### src/rtl/prbs23_pkt_gen.sv
// PRBS23 (x^23+x^18+1) packet generator: framed AXI-Stream payload with programmable
// length and inter-packet gap, plus single-bit error injection on bit 0 of a beat.
module prbs23_pkt_gen #(
  parameter int pLEN_W     = 12,
  parameter int pGAP_W     = 8,
  parameter bit pMSB_FIRST = 1'b0,
  parameter int pCNT_W     = 16
) (
  input  logic              clk,
  input  logic              rst,
  input  logic              enable,
  input  logic [pLEN_W-1:0] pkt_len,
  input  logic [pGAP_W-1:0] gap_len,
  input  logic              err_inj,
  output logic [7:0]        m_axis_tdata,
  output logic              m_axis_tvalid,
  output logic              m_axis_tlast,
  output logic              m_axis_tuser,
  input  logic              m_axis_tready,
  output logic              busy,
  output logic [pCNT_W-1:0] pkt_cnt,
  output logic [pCNT_W-1:0] inj_cnt
);

  typedef enum logic [1:0] {ST_IDLE, ST_PAYLOAD, ST_GAP} state_t;

  localparam logic [pLEN_W-1:0] LEN_ONE = pLEN_W'(1);
  localparam logic [pGAP_W-1:0] GAP_ONE = pGAP_W'(1);
  localparam logic [pCNT_W-1:0] CNT_ONE = pCNT_W'(1);

  state_t            state_reg;
  logic [22:0]       prbs_reg;
  logic [22:0]       prbs_next;
  logic [7:0]        byte_next;
  logic [pLEN_W-1:0] len_reg;
  logic [pLEN_W-1:0] beat_idx_reg;
  logic [pGAP_W-1:0] gap_reg;
  logic [pGAP_W-1:0] gap_cnt_reg;
  logic              inj_pend_reg;
  logic [7:0]        tdata_reg;
  logic              tvalid_reg;
  logic              tlast_reg;
  logic              tuser_reg;
  logic [pCNT_W-1:0] pkt_cnt_reg;
  logic [pCNT_W-1:0] inj_cnt_reg;

  logic can_load;
  logic start_ok;
  logic eop_accept;
  logic restart;
  logic load_mid;
  logic load;
  logic inj_now;

  // Advance the LFSR eight steps; the first generated bit lands at bit 0 (or bit 7).
  function automatic logic [30:0] prbs_step8(input logic [22:0] s);
    logic [22:0] st;
    logic [7:0]  by;
    logic        fb;
    st = s;
    by = '0;
    for (int k = 0; k < 8; k++) begin
      fb = st[22] ^ st[17];
      by = pMSB_FIRST ? {by[6:0], fb} : {fb, by[7:1]};
      st = {st[21:0], fb};
    end
    return {st, by};
  endfunction

  assign {prbs_next, byte_next} = prbs_step8(prbs_reg);

  assign can_load   = !tvalid_reg || m_axis_tready;
  assign start_ok   = enable && (pkt_len != '0);
  assign eop_accept = (state_reg == ST_PAYLOAD) && tvalid_reg && tlast_reg && m_axis_tready;
  // A new packet may start from IDLE, straight off an accepted tlast when there is
  // no gap, or on the final gap cycle, so neither case inserts an extra bubble.
  assign restart    = start_ok && ((state_reg == ST_IDLE) ||
                                   (eop_accept && (gap_reg == '0)) ||
                                   ((state_reg == ST_GAP) && (gap_cnt_reg == '0)));
  assign load_mid   = (state_reg == ST_PAYLOAD) && can_load && !tlast_reg;
  assign load       = restart || load_mid;
  assign inj_now    = inj_pend_reg || err_inj;

  always_ff @(posedge clk or negedge rst) begin
    if (!rst) begin
      state_reg    <= ST_IDLE;
      prbs_reg     <= 23'h7FFFFF;
      len_reg      <= '0;
      beat_idx_reg <= '0;
      gap_reg      <= '0;
      gap_cnt_reg  <= '0;
      inj_pend_reg <= 1'b0;
      tdata_reg    <= '0;
      tvalid_reg   <= 1'b0;
      tlast_reg    <= 1'b0;
      tuser_reg    <= 1'b0;
      pkt_cnt_reg  <= '0;
      inj_cnt_reg  <= '0;
    end else begin
      // The flip touches only the output byte, never the LFSR state.
      if (load) begin
        prbs_reg     <= prbs_next;
        tdata_reg    <= byte_next ^ {7'b0, inj_now};
        tvalid_reg   <= 1'b1;
        inj_pend_reg <= 1'b0;
        if (inj_now) begin
          inj_cnt_reg <= inj_cnt_reg + CNT_ONE;
        end
      end else if (err_inj) begin
        inj_pend_reg <= 1'b1;
      end

      if (eop_accept) begin
        pkt_cnt_reg <= pkt_cnt_reg + CNT_ONE;
      end

      if (restart) begin
        state_reg    <= ST_PAYLOAD;
        len_reg      <= pkt_len;
        gap_reg      <= gap_len;
        beat_idx_reg <= LEN_ONE;
        tuser_reg    <= 1'b1;
        tlast_reg    <= (pkt_len == LEN_ONE);
      end else if (load_mid) begin
        tuser_reg    <= 1'b0;
        tlast_reg    <= (beat_idx_reg == (len_reg - LEN_ONE));
        beat_idx_reg <= beat_idx_reg + LEN_ONE;
      end else if (eop_accept) begin
        tvalid_reg <= 1'b0;
        tuser_reg  <= 1'b0;
        tlast_reg  <= 1'b0;
        if (gap_reg != '0) begin
          state_reg   <= ST_GAP;
          gap_cnt_reg <= gap_reg - GAP_ONE;
        end else begin
          state_reg <= ST_IDLE;
        end
      end else if (state_reg == ST_GAP) begin
        if (gap_cnt_reg == '0) begin
          state_reg <= ST_IDLE;
        end else begin
          gap_cnt_reg <= gap_cnt_reg - GAP_ONE;
        end
      end
    end
  end

  assign m_axis_tdata  = tdata_reg;
  assign m_axis_tvalid = tvalid_reg;
  assign m_axis_tlast  = tlast_reg;
  assign m_axis_tuser  = tuser_reg;
  assign busy          = (state_reg != ST_IDLE);
  assign pkt_cnt       = pkt_cnt_reg;
  assign inj_cnt       = inj_cnt_reg;

endmodule

### config.mk
export PLATFORM = sky130hd
export DESIGN_NAME = prbs23_pkt_gen
export DESIGN_NICKNAME = d
export VERILOG_FILES = /design/src/rtl/prbs23_pkt_gen.sv
export SDC_FILE = /design/constraint.sdc
export NUM_CORES = 1
export LEC_CHECK = 0
export BUFFER_PORTS_ARGS = -buffer_cell sky130_fd_sc_hd__buf_2
export CELL_PAD_IN_SITES_DETAIL_PLACEMENT = 1
export CELL_PAD_IN_SITES_GLOBAL_PLACEMENT = 1
export CORE_AREA = 10 10 136 100
export DETAILED_ROUTE_END_ITERATION = 10
export DIE_AREA = 0 0 146 110
export GPL_ROUTABILITY_DRIVEN = 0
export PLACE_DENSITY = 0.92
export SETUP_SLACK_MARGIN = 0.02
export SKIP_CTS_REPAIR_TIMING = 1
export SYNTH_ARGS = -nofsm -noshare
export SYNTH_HDL_FRONTEND = slang
export SYNTH_SLANG_ARGS = --single-unit
### constraint.sdc
create_clock -name clk -period 4.45 [get_ports clk]
set_input_delay 0 -clock clk [delete_from_list [all_inputs] [get_ports clk]]
set_output_delay 0 -clock clk [all_outputs]
set_load 0.005 [all_outputs]
Yosys cells after proc, flatten, opt, wreduce, memory -nomap -nowiden
Cells that the tools add are included.
{ "word_totals": {"latchBits": 0, "ff_bits": 109, "memories": 0, "romBits": 0, "input_bits": 25, "output_inout_bits": 44, "ram_bits": 0} }
{ "op_classes": {"n_addsub": 6, "bitwise_logic": 11, "mul": 0, "div": 0, "eq_ne": 7, "n_reduce_logical": 31, "n_lt_le_gt_ge": 0, "n_mux": 23, "n_shift": 0} }
{ "op_table": {"columns": ["op", "count"], "rows": [
  ["$add A16 B1 Y16 const B", 2],
  ["$mux W8", 4],
  ["$mux W12", 2],
  ["$logic_not A8 Y1", 2],
  ["$sub A8 B1 Y8 const B", 2],
  ["$add A12 B1 Y12 const B", 1],
  ["$eq A12 B1 Y1 const B", 1],
  ["$eq A12 B12 Y1", 1],
  ["$mux W2", 6],
  ["$reduce_bool A12 Y1", 1],
  ["$sub A12 B1 Y12 const B", 1],
  ["$mux W1", 11],
  ["$logic_and A1 B1 Y1", 9],
  ["$reduce_bool A3 Y1", 3],
  ["$reduce_bool A2 Y1", 4],
  ["$reduce_bool A8 Y1", 1],
  ["$xor A1 B1 Y1", 8],
  ["$xor A8 B1 Y8", 1],
  ["$logic_or A1 B1 Y1", 5],
  ["$reduce_and A5 Y1", 1],
  ["$ne A2 B2 Y1 const B", 2],
  ["$reduce_and A3 Y1", 1],
  ["$eq A2 B1 Y1 const B", 1],
  ["$eq A2 B2 Y1 const B", 1],
  ["5 further kinds", 7]
]} }

Depth between registers and ports, before layout
{ "logic_depth": {"depth_word": 13, "ltp_mapped": 10, "ltp_nobuf": 8} }

Least setup slack after synthesis
Ideal clock, no wire load.
{ "synth_timing": {"path_type": "register to register", "startpoint": "reg state_reg[1]", "endpoint": "reg gap_cnt_reg[6]", "stages_incl_launch_ff": 11, "synth_period_minus_slack_ns": 2.260, "arrival_ns": 2.177, "setup_slack_ns": 2.190, "required_time_ns": 4.367, "path_cell_list": "dfrtp_1 nand2b_1 or2_2 buf_2 buf_1 mux2i_1 ha_1 nand2_1 nor4b_1 a21oi_1 o21ai_0"} }
{ "synth_via": {"elab_chain_len": 10, "word_cells_on_any_way": 20} }
{ "synth_lines": {"columns": ["element", "line_no", "text"], "rows": [
  ["from (decl)", "31", "state_t state_reg;"],
  ["from (signal assigned)", "86", "state_reg <= ST_IDLE;"],
  ["from (signal assigned)", "118", "state_reg <= ST_PAYLOAD;"],
  ["from (signal assigned)", "133", "state_reg <= ST_GAP;"],
  ["$eq A2 B1 Y1", "74, 80", null],
  ["$logic_and A1 B1 Y1 (3 in series)", "74", "assign eop_accept = (state_reg == ST_PAYLOAD) && tvalid_reg && tlast_reg && m_axis_tready;"],
  ["$logic_and A1 B1 Y1", "78", "(eop_accept && (gap_reg == '0)) ||"],
  ["$logic_or A1 B1 Y1", "77", "assign restart = start_ok && ((state_reg == ST_IDLE) ||"],
  ["$logic_or A1 B1 Y1", "78", null],
  ["$logic_and A1 B1 Y1", "77", null],
  ["$not A1 Y1 (no source line)", null, null],
  ["$reduce_and A5 Y1 (no source line)", null, null],
  ["to (signal assigned)", "134", "gap_cnt_reg <= gap_reg - GAP_ONE;"],
  ["to (signal assigned)", "142", "gap_cnt_reg <= gap_cnt_reg - GAP_ONE;"],
  ["to (decl)", "38", "logic [pGAP_W-1:0] gap_cnt_reg;"]
]} }
Several ways; a longest one is shown, not always the timed one.
A chain may end at the register's enable or synchronous reset.

Worst setup path after layout
{ "layout_timing": {"startpoint": "reg state_reg[1]", "endpoint": "reg tdata_reg[3], in the netlist m_axis_tdata[3]"} }
{ "layout_via": {"elab_chain_len": 9, "word_cells_on_any_way": 14} }
{ "layout_lines": {"columns": ["element", "line_no", "text"], "rows": [
  ["$eq A2 B1 Y1", "74, 80", null],
  ["$logic_and A1 B1 Y1 (3 in series)", "74", null],
  ["$logic_and A1 B1 Y1", "78", null],
  ["$logic_or A1 B1 Y1", "77", null],
  ["$logic_or A1 B1 Y1", "78", null],
  ["$logic_and A1 B1 Y1", "77", null],
  ["$logic_or A1 B1 Y1 (*)", "81", "assign load = restart || load_mid;"],
  ["to (signal assigned)", "103", "tdata_reg <= byte_next ^ {7'b0, inj_now};"],
  ["to (decl)", "40", "logic [7:0] tdata_reg;"]
]} }
Every way passes the cells marked *; elsewhere a longest branch is shown, timed or not.

==> results_tabular.tex <==
\begin{tabular}{lr}
\hline
Metric & Value \\
\hline
\multicolumn{2}{l}{\textbf{Power}} \\
LEAKAGE & 0.002857 uW \\
Switching Share & roughly 38\% \\
P\_sw & 1264 uW \\
Combinational power share & 31.5\% \\
Power density cells & 539.1 nW/um2 \\
Maximum vdd drop & 0.2370 mV \\
Portion of total power attributed to the clock network & 24.2\% \\
Internal power & between 2000 and 2500 uW \\
Proportion of power drawn by flip-flops and latches & 44.3\% \\
\multicolumn{2}{l}{\textbf{Die}} \\
Initial core utilization & between 40\% and 50\% \\
Number of top-level pins & a little under 70 \\
Count of standard-cell rows & 32 \\
Die ar. & around 16000 um2 \\
Horiz. Die Dim & approximately 150 um \\
Die H & 110 um \\
CORE AREA & 10930 um2 \\
\multicolumn{2}{l}{\textbf{Logic synthesis}} \\
Number of nets produced by synthesis & 498 \\
Post-synthesis share of cell area spent on full adders, half adders and majority gates & 1.185\% \\
Async set or reset register ratio after synthesis & 100.0\% \\
Gate Count Post-Synth & 468 \\
Cell Area, Synth & 5280 um2 \\
Mapped Avg Cell Area & 11.28 um2 \\
Seq cells post-synth & 109 \\
Post-synthesis share of cell area spent on xor and xnor gates & between 10\% and 20\% \\
Seq/Total Area, Yosys & 52.20\% \\
Largest family of logic cells by synthesized area & simple AND/OR/NAND/NOR gates \\
Multiplexer share of the synthesized area & 11.49\% \\
Most frequently used cell type in the post-synthesis netlist & dfrtp\_1 \\
Number of flops mapped to enable cells by yosys & 0 \\
Post-synth top cells & dfrtp\_1, mux2\_2, xnor2\_1, nor2\_1, nand2\_1 \\
Top cells by area in the synthesized netlist & dfrtp\_1, dfstp\_2, mux2\_2, xnor2\_1, xor2\_1 \\
Dominant register cell in the synthesized netlist & dfrtp\_1 \\
Compound-Gate Fraction of Synth Area & 5.261\% \\
Synth top area share & 40.76\% \\
Simple-gate portion of the synthesized area & about 16\% \\
Syn. warnings & 0 \\
Number of distinct standard cells referenced by the synthesized netlist & 50 \\
Library cell with the largest summed area after synthesis & dfrtp\_1 \\
\multicolumn{2}{l}{\textbf{Critical path}} \\
Standard cell with the maximum stage delay on the critical path & o21ai\_4 \\
Reg2Reg Capture Point & m\_axis\_tdata[3]\$\_DFFE\_PN0P\_ \\
Worst-case register-to-register setup slack & 1.16 ns \\
Kind of critical path & flip-flop to flip-flop \\
Buffering stage count on the worst path with inverters included & 1 \\
Worst path required time & 4.69 ns \\
Crit end category & flip-flop \\
Launch point of the worst reg-to-reg path & state\_reg[1]\$\_DFFE\_PN0P\_ \\
Type of origin of the critical path & flip-flop \\
Number of logic stages on the critical path including buffering & 6 \\
Cell depth of the worst flop-to-flop path & 6 \\
Maximum fanout count along the critical path & 32 \\
Cell type group with the largest total delay on the critical path & compound AO/OA/AOI/OAI gates \\
Source of the critical timing path & state\_reg[1]\$\_DFFE\_PN0P\_ \\
Cells along the critical path & nand2b\_1 -> nor2\_2 -> a32oi\_2 -> o21ai\_4 -> buf\_4 -> mux2\_2 \\
Critical path arrival & 3.54 ns \\
Worst stage delay on the critical path & 0.79 ns \\
Capture point of the worst path & m\_axis\_tdata[3]\$\_DFFE\_PN0P\_ \\
\multicolumn{2}{l}{\textbf{Route}} \\
Via density & 5.557 \\
Mean routed wirelength per cell & 20.59 um \\
Residual antenna-violating net count after detailed routing & 0 \\
Detailed Route WL & $\sim$15000 um \\
Initial detailed-routing violation count & 255 \\
DRC viols & 0 \\
Number of vias in the routed layout & 3951 \\
Number of detailed-routing iterations run before antenna repair & 4 \\
\multicolumn{2}{l}{\textbf{Timing}} \\
Count of final max-slew check failures & 0 \\
Hold Fails Final Rpt & 0 \\
Tightest Pin Transition & 0.9306 ns \\
Clock Skew & 0.009648 ns \\
Final-report setup violation count & 0 \\
Sum of negative setup slack & 0 ns \\
Tmin final & 3.294 ns \\
Slew margin rel. & 37.96\% \\
RSZ-0062 raised after global routing & false \\
Final clock period utilization by the worst path & 74.01\% \\
Hold WS & 0.04991 ns \\
Fmax & 0.3036 GHz \\
\multicolumn{2}{l}{\textbf{Place}} \\
HPWL Detailed & 9945 um \\
Number of I/O port buffers & 68 \\
Area post-placement & 5744 um2 \\
\multicolumn{2}{l}{\textbf{Layout}} \\
Fraction of the core area covered by cells at the end of the flow & 57.14\% \\
Number of flip-flops in the largest register & 23 \\
Diodes inserted & 0 \\
Seq. cell area & between 2000 and 3000 um2 \\
Count of fill cells added during filler insertion & 1175 \\
Design Area, Final & 6246 um2 \\
P\&R area growth vs syn & 18.29\% \\
Share of post-route cells with drive strength above 1 & 30.82\% \\
Area occupied by multi-input gates & 2409 um2 \\
Nets@finish & 583 \\
\multicolumn{2}{l}{\textbf{Flow run}} \\
Maximum Capacitance Violations & 0 \\
\multicolumn{2}{l}{\textbf{Clock tree}} \\
Skew-Pair Late Insertion Delay & 0.36 ns \\
Post-CTS clock slew at the launch and capture registers of the worst setup and hold paths & roughly 0.080 ns \\
TritonCTS clock tree & built \\
H-tree levels & 3 \\
Clock buffer count from CTS & 9 \\
CTS max path bufs & 2 \\
Clk Tree Root Cell & clkbuf\_16 \\
Number of sinks handled by clock tree synthesis & 109 \\
\multicolumn{2}{l}{\textbf{Hold path}} \\
Min-Delay Path Class & input pin to flip-flop \\
\multicolumn{2}{l}{\textbf{Global routing}} \\
Global-route wire length before repair & $\sim$23000 um \\
Total Routing Usage GR & 17.63\% \\
Antenna violations before repair & 0 \\
Via count of the first global-routing pass & between 4000 and 5000 \\
Largest net degree at the start of global routing & 73 \\
Overflow after GRT & 0 \\
\multicolumn{2}{l}{\textbf{Run status}} \\
Run status & finished, final reports clean \\
\hline
\end{tabular}
==> area by class of cell <==
| class | instances | area share (%) |
|---|---|---|
| Tap cell | 153 | 3.065 |
| Clock buffer | 11 | 4.067 |
| Multi-Input combinational cell | 335 | 38.56 |
| Inverter | 8 | 0.4808 |
| Clock inverter | 5 | 0.7612 |
| Sequential cell | 109 | 44.13 |
| Timing Repair Buffer | 90 | 8.934 |
==> power groups by stage <==
stage	logic, uW	registers (uW)	clock network [uW]
3_3_place_gp	951	1460	0
6_report	1060	1490	814
5_1_grt	1170	1520	871
4_1_cts	1050	1480	835
2_1_floorplan	774	1400	0
3_5_place_dp	1020	1490	0
==> how the worst min path moves through the flow <==
stage	endpoint	from	slack, ns	cells after the start
2_1_floorplan	beat_idx_reg[0]$_DFFE_PN0P_	rst	-0.30	0
3_3_place_gp	len_reg[10]$_DFFE_PN0N_	rst	0.16	1
3_5_place_dp	len_reg[10]$_DFFE_PN0N_	rst	0.19	1
6_report	len_reg[0]$_DFFE_PN0N_	pkt_len[0]	0.05	4
4_1_cts	len_reg[10]$_DFFE_PN0N_	rst	-0.20	1
5_1_grt	len_reg[0]$_DFFE_PN0N_	pkt_len[0]	0.11	4
==> cells in the final DEF (no fill, tap or decap), types with 5 or more instances in the layout <==
master	count
dfrtp_1	86
buf_2	67
mux2_2	49
xnor2_1	48
nor2_1	38
nand2_1	30
nand3_1	23
dfstp_2	23
xor2_1	21
dlygate4sd3_1	20
o21ai_0	16
nand4_1	15
and3_1	13
clkbuf_16	10
inv_1	8
a21oi_1	8
nor4_1	7
nor3_1	6
ha_1	5
==> logic make-up after synthesis <==
| logic type | count (synthesis) |
|---|---|
| adder cells (fa/ha/maj) | 5 |
| AND/OR/NAND/NOR | 164 |
| multiplexers | 54 |
| XOR/XNOR | 69 |
| AO/OA/AOI/OAI | 43 |
| buffers and inverters | 24 |
| flip-flops | 109 |
==> worst reg2reg max path: cells and delay by family, from the launching register on <==
kind                   cells  cell delay (ns)
and+or+nand+nor            2             0.83
DFF                        1             0.41
muxes                      1             0.37
AOI/OAI and AO/OA          2             1.15
buffers and inverters      1             0.42
==> routing by layer <==
| layer | track usage [%] | wire, um | share of wire [%] |
|---|---|---|---|
| met5 | 0 | 0 | 0 |
| met4 | 4.986 | 127 | 0.87 |
| met3 | 4.072 | 562 | 3.8 |
| met2 | 29.86 | 7389 | 50 |
| met1 | 22.52 | 6559 | 45 |
==> through the flow <==
stage / setup slack (ns) / power [uW] / std cells
after global placement: 1.388 / 2413 / 675
after global routing: 0.9418 / 3561 / 711
after CTS: 1.202 / 3368 / 691
after detailed placement: 1.262 / 2504 / 675
final: 1.156 / 3367 / 711
after floorplan: 2.190 / 2172 / 468
(Power assumes the default switching activity.)
